===== src/rtl/pc_gen_unit.sv =====
// Program-counter generator: holds the fetch PC and picks the next one from the
// sequential increment, a redirect, a return-address-stack pop, or the trap vector.
// Latency: redirect/pop seen in cycle N appears on pc in cycle N+1; a misaligned redirect adds one TRAP bubble.
// Backpressure: pc is held while pc_valid & !fetch_ready, unless a redirect arrives.
//
// Ports:
//   clk, rst_n                  clock, asynchronous active-low reset
//   fetch_ready                 fetch accepts the current pc (acc = pc_valid & fetch_ready)
//   redirect_valid/_target      branch/jump taken and its destination
//   call_push, ret_pop          call/return at the accepted pc (ignored unless accepted)
//   pc, pc_valid, pc_plus_inc   current PC, offer qualifier, pc + INC
//   ras_empty, ras_full         return-address-stack occupancy flags
//   fault, ras_underflow        one-cycle event pulses
module pc_gen_unit #(
    parameter int               WIDTH        = 32,
    parameter int               ALIGN_BITS   = 2,
    parameter logic [WIDTH-1:0] RESET_VECTOR = 32'h0000_0000,
    parameter logic [WIDTH-1:0] TRAP_VECTOR  = 32'h0000_0100,
    parameter int               DEPTH        = 4
) (
    input  logic             clk,
    input  logic             rst_n,
    input  logic             fetch_ready,
    input  logic             redirect_valid,
    input  logic [WIDTH-1:0] redirect_target,
    input  logic             call_push,
    input  logic             ret_pop,
    output logic [WIDTH-1:0] pc,
    output logic             pc_valid,
    output logic [WIDTH-1:0] pc_plus_inc,
    output logic             ras_empty,
    output logic             ras_full,
    output logic             fault,
    output logic             ras_underflow
);

    localparam int               PW  = $clog2(DEPTH);
    localparam logic [WIDTH-1:0] INC = {{(WIDTH-1){1'b0}}, 1'b1} << ALIGN_BITS;

    typedef enum logic [1:0] {BOOT, RUN, TRAP} state_t;

    state_t           state, state_nxt;
    logic [WIDTH-1:0] pc_nxt;

    // Circular stack: sp is the next write slot, sp-1 the top. Because sp
    // wraps modulo DEPTH, a push into a full stack lands on the oldest entry.
    logic [WIDTH-1:0] ras_mem [DEPTH];
    logic [PW-1:0]    sp, sp_nxt, top_idx, wr_idx;
    logic [PW:0]      cnt, cnt_nxt;
    logic             wr_en;
    logic             underflow_nxt;

    logic             acc, misaligned, do_push, do_pop;
    logic [WIDTH-1:0] ras_top;

    assign pc_plus_inc = pc + INC;
    assign ras_empty   = (cnt == '0);
    assign ras_full    = (cnt == (PW+1)'(DEPTH));
    assign top_idx     = sp - 1'b1;
    assign ras_top     = ras_mem[top_idx];

    assign acc        = pc_valid & fetch_ready;
    assign misaligned = redirect_valid & (redirect_target[ALIGN_BITS-1:0] != '0);
    // A misaligned redirect wipes the stack, so no push/pop is applied with it.
    assign do_push    = acc & call_push & ~misaligned;
    assign do_pop     = acc & ret_pop & ~ras_empty & ~misaligned;

    always_comb begin
        state_nxt     = state;
        pc_nxt        = pc;
        sp_nxt        = sp;
        cnt_nxt       = cnt;
        wr_en         = 1'b0;
        wr_idx        = sp;
        underflow_nxt = 1'b0;
        case (state)
            BOOT: state_nxt = RUN;
            TRAP: state_nxt = RUN;
            RUN: begin
                if (misaligned) begin
                    state_nxt = TRAP;
                    pc_nxt    = TRAP_VECTOR;
                    cnt_nxt   = '0;
                end else begin
                    if (redirect_valid) pc_nxt = redirect_target;
                    else if (do_pop)    pc_nxt = ras_top;
                    else if (acc)       pc_nxt = pc_plus_inc;

                    if (do_push && do_pop) begin
                        // call+return at once: replace the top in place
                        wr_en  = 1'b1;
                        wr_idx = top_idx;
                    end else if (do_push) begin
                        wr_en   = 1'b1;
                        sp_nxt  = sp + 1'b1;
                        cnt_nxt = ras_full ? cnt : cnt + 1'b1;
                    end else if (do_pop) begin
                        sp_nxt  = top_idx;
                        cnt_nxt = cnt - 1'b1;
                    end
                    underflow_nxt = acc & ret_pop & ras_empty;
                end
            end
            default: state_nxt = BOOT;
        endcase
    end

    always_ff @(posedge clk or negedge rst_n) begin
        if (!rst_n) begin
            state         <= BOOT;
            pc            <= RESET_VECTOR;
            pc_valid      <= 1'b0;
            fault         <= 1'b0;
            ras_underflow <= 1'b0;
            sp            <= '0;
            cnt           <= '0;
        end else begin
            state         <= state_nxt;
            pc            <= pc_nxt;
            pc_valid      <= (state_nxt == RUN);
            fault         <= (state_nxt == TRAP);
            ras_underflow <= underflow_nxt;
            sp            <= sp_nxt;
            cnt           <= cnt_nxt;
        end
    end

    // Entries are only read when cnt > 0, so they need no reset.
    always_ff @(posedge clk) begin
        if (wr_en) ras_mem[wr_idx] <= pc_plus_inc;
    end

endmodule


===== config.mk =====
export PLATFORM = sky130hd
export DESIGN_NAME = pc_gen_unit
export DESIGN_NICKNAME = d
export VERILOG_FILES = /design/src/rtl/pc_gen_unit.sv
export SDC_FILE = /design/constraint.sdc
export NUM_CORES = 1
export LEC_CHECK = 0
export CAP_MARGIN = 5
export CORE_ASPECT_RATIO = 1.5
export CORE_MARGIN = 2
export CORE_UTILIZATION = 51
export DETAILED_ROUTE_END_ITERATION = 7
export PLACE_DENSITY = 0.74
export SETUP_SLACK_MARGIN = 0.1
export SYNTH_ARGS = -nofsm -noshare
export SYNTH_HDL_FRONTEND = slang
export SYNTH_SLANG_ARGS = --single-unit

===== constraint.sdc =====
create_clock -name clk -period 10.15 [get_ports clk]
set_input_delay 2.03 -clock clk [delete_from_list [all_inputs] [get_ports clk]]
set_output_delay 2.03 -clock clk [all_outputs]
set_load 0.01 [all_outputs]

==> impl_metrics.json <==
{
  "crit_type": "flip-flop to output pin",
  "start_kind": "flip-flop",
  "arrival_ps": 3250,
  "status": "finished, final reports clean",
  "cp_top_family": "simple AND/OR/NAND/NOR gates",
  "rsz0062_at_grt": "false",
  "portBuffers": 106,
  "ir_worst_vdd_v": 0.0001596,
  "hpwl_um": 13100,
  "hold_buffers": 0,
  "drt_iter0_drc": 569,
  "layout-drive-gt1-share_pct": 14.05,
  "endpoint_kind": "output pin",
  "num-fill-cells": 1142,
  "slowest_stage": "clkdlybuf4s50_1",
  "clkSlewWorstSetupHoldPaths_ps": 70,
  "cts_resized": 0,
  "synth.area.top_cells": "edfxtp_1 (49%), dfrtp_1 (13%), mux4_2 (9.2%), nand2_1 (2.4%), o31ai_1 (1.9%)",
  "synth.largest_area_cell": "edfxtp_1",
  "hold_slack_ps": 502.1,
  "crit_fanout": 8,
  "synthDistinctLibCells": 57,
  "syn_inst": 552,
  "grt_overflow_total": 0,
  "yosys_warnings": 0,
  "postCtsSetupBuffers": 0,
  "die_h_um": 155.5,
  "synth_edf_count": 128,
  "slew_violations": 0,
  "synth.avg_cell_area_um2": 14.13,
  "numCtsBuffers": 17,
  "worst_pin_slew_ps": 1256,
  "cts_root_buf": "clkbuf_16",
  "ys_ff_latch": 170,
  "power.density_nw_per_um2": 238.6,
  "final_util_pct": 63.81,
  "layout.cells.non_filler": 868,
  "register_area_um2": 4896,
  "vias_per_cell": 6.328,
  "fmax_mhz": 189.5,
  "cts_buffer_depth": 2,
  "post-route-drc-count": 0,
  "synth_flop_cell": "edfxtp_1",
  "cts_sinks": 170,
  "start_util_pct": 52.01,
  "ios": 107,
  "n_antenna_cell": 0,
  "dieArea_um2": 16320,
  "placeableCoreArea_um2": 15000,
  "num_rows": 55,
  "gr-usage-all-layers_pct": 25.88,
  "finClkSkew_ps": 10.62,
  "layout.nets": 697,
  "multi_input_area_um2": 2713,
  "finalPower_mw": 2.284,
  "fin_tns_setup_ps": 0,
  "min_period_over_period_pct": 51.98,
  "p_leak_nw": 3.379,
  "syn2layout_area_growth_pct": 22.69,
  "drtPass1Iterations": 6,
  "drt.antenna.violating_nets": 0,
  "finalHoldViolations": 0,
  "grt_max_degree": 43,
  "required_ps": 8120,
  "relSlewSlack_pct": 16.08,
  "cts_tree": "yes",
  "min_path_type": "flip-flop to flip-flop",
  "path_buf_inv": 1,
  "drt-wirelength-per-cell_um": 23.82,
  "globalplace.congestion": 0.8492,
  "clkLatencyLatePin_ps": 420,
  "ys_seq_area_share_pct": 62.73,
  "synth_nets": 593,
  "setup_violations": 0,
  "h-tree-depth": 4,
  "crit_chain": "ha_1, and4_1, nand3_1, nor2_1, xor2_1, clkdlybuf4s50_1",
  "dp_cells": 836,
  "async_flop_share_pct": 24.71,
  "maxCapViolCount": 0,
  "num_vias": 5493,
  "grt_pass1_wl_um": 31840,
  "first_global_vias": 5648,
  "min_period_ps": 5276,
  "drt_wl_total_um": 20670,
  "syn_area_um2": 7802,
  "slowest_delay_ps": 670,
  "antenna_found_initial": 0,
  "synth_top_cell_area_share_pct": 49.26,
  "die_w_um": 105.0
}
==> layout by cell type (no fill, tap or decap), types with 4 or more instances in the layout <==
cell,Yosys,routed
a22oi_1,7,7
xor2_1,9,9
o21a_1,6,6
and3_1,7,7
o31a_1,4,4
inv_6,0,4
o31ai_1,20,20
dfrtp_1,42,41
o21ai_0,27,26
inv_8,0,5
a21oi_1,18,18
nand2_1,50,50
mux4_2,32,32
and4_1,5,5
buf_4,8,9
mux2i_1,7,7
nor2_2,2,6
nand4_1,11,11
clkdlybuf4s50_1,0,105
nand2b_1,5,5
a22o_1,9,9
a222oi_1,4,4
xnor2_1,15,15
nor3_1,7,7
a21o_1,5,5
nand3_1,18,18
and2_1,5,5
nor2_1,29,25
a221o_1,5,5
edfxtp_1,128,128
inv_1,8,8
clkbuf_16,0,17
==> per-stage QoR <==
step,setup WS (ps),cell area [um2]
after floorplan,5075,7802
after global routing,4790,9573
final,4874,9573
after detailed placement,4947,9015
after CTS,4933,9573
after global placement,5070,9015
==> logic make-up after synthesis <==
logic type,count (synthesis),share of synthesized area (%)
AOI/OAI and AO/OA,114,10.17
xor gates and xnor gates,25,2.903
adders and majority gates,3,0.5773
buffers and inverters,39,2.678
DFF,170,62.73
muxes,41,10.42
and+or+nand+nor,160,10.52
==> report_power, final <==
part	total [mW]	leakage (nW)	switching [mW]	internal [mW]
sequential	0.943	1.72	0.0899	0.853
combinational	0.725	1.39	0.375	0.350
clock	0.617	0.274	0.293	0.324
==> sequential cells by signal, indices dropped and copies added (netlist names) <==
signal         cells
fault              1
sp                 2
state              2
cnt                3
ras_mem          128
pc_valid           1
ras_underflow      1
pc                32
==> path summary, 6_finish.rpt <==
| kind | startpoint | endpoint | slack (ps) | depth (start not counted) |
|---|---|---|---|---|
| min in group asynchronous | rst_n | pc[0] | 1690 | 2 |
| worst max register to register | pc_valid | ras_mem[2][19] | 7070 | 7 |
| worst max-delay path | pc[2] | pc_plus_inc[12] | 4870 | 6 |
| max in group asynchronous | rst_n | sp[0] | 8030 | 2 |
| worst min register to register | state[1] | pc_valid | 500 | 1 |
| worst min-delay path | state[1] | pc_valid | 500 | 1 |
==> cells in the mapped netlist, drive strengths merged (11+ instances only) <==
library cell and number:
xnor2 16, o21ai 27, nand4 11, a21oi 18, nor2 31, nand2 50
buf 21, edfxtp 128, mux4 32, nand3 19, o31ai 20, dfrtp 42
==> final cells by class <==
cell class | instances | area share (%)
Sequential cell | 170 | 51.14
Multi-Input combinational cell | 343 | 28.34
Tap cell | 199 | 2.601
Clock buffer | 17 | 4.444
Clock inverter | 15 | 1.385
Inverter | 9 | 0.3529
Timing Repair Buffer | 115 | 11.74
==> metal layers <==
layer / GRT usage (%) / up-vias / wire length (um)
met5: 0 / - / 0
met4: 11.49 / 0 / 665
met3: 5.320 / 41 / 1551
met2: 42.95 / 309 / 10530
met1: 33.04 / 2777 / 7927
li1: - / 2366 / -
==> worst register-to-register path, stage by stage, from the launching register on <==
cell	delay, ps
dfrtp_1	410
nand3_2	440
nor3_1	640
ha_1	320
and2_1	140
o21ai_0	170
nor2_2	130
buf_4	450
Note: power is estimated with default switching activity, not from simulation.
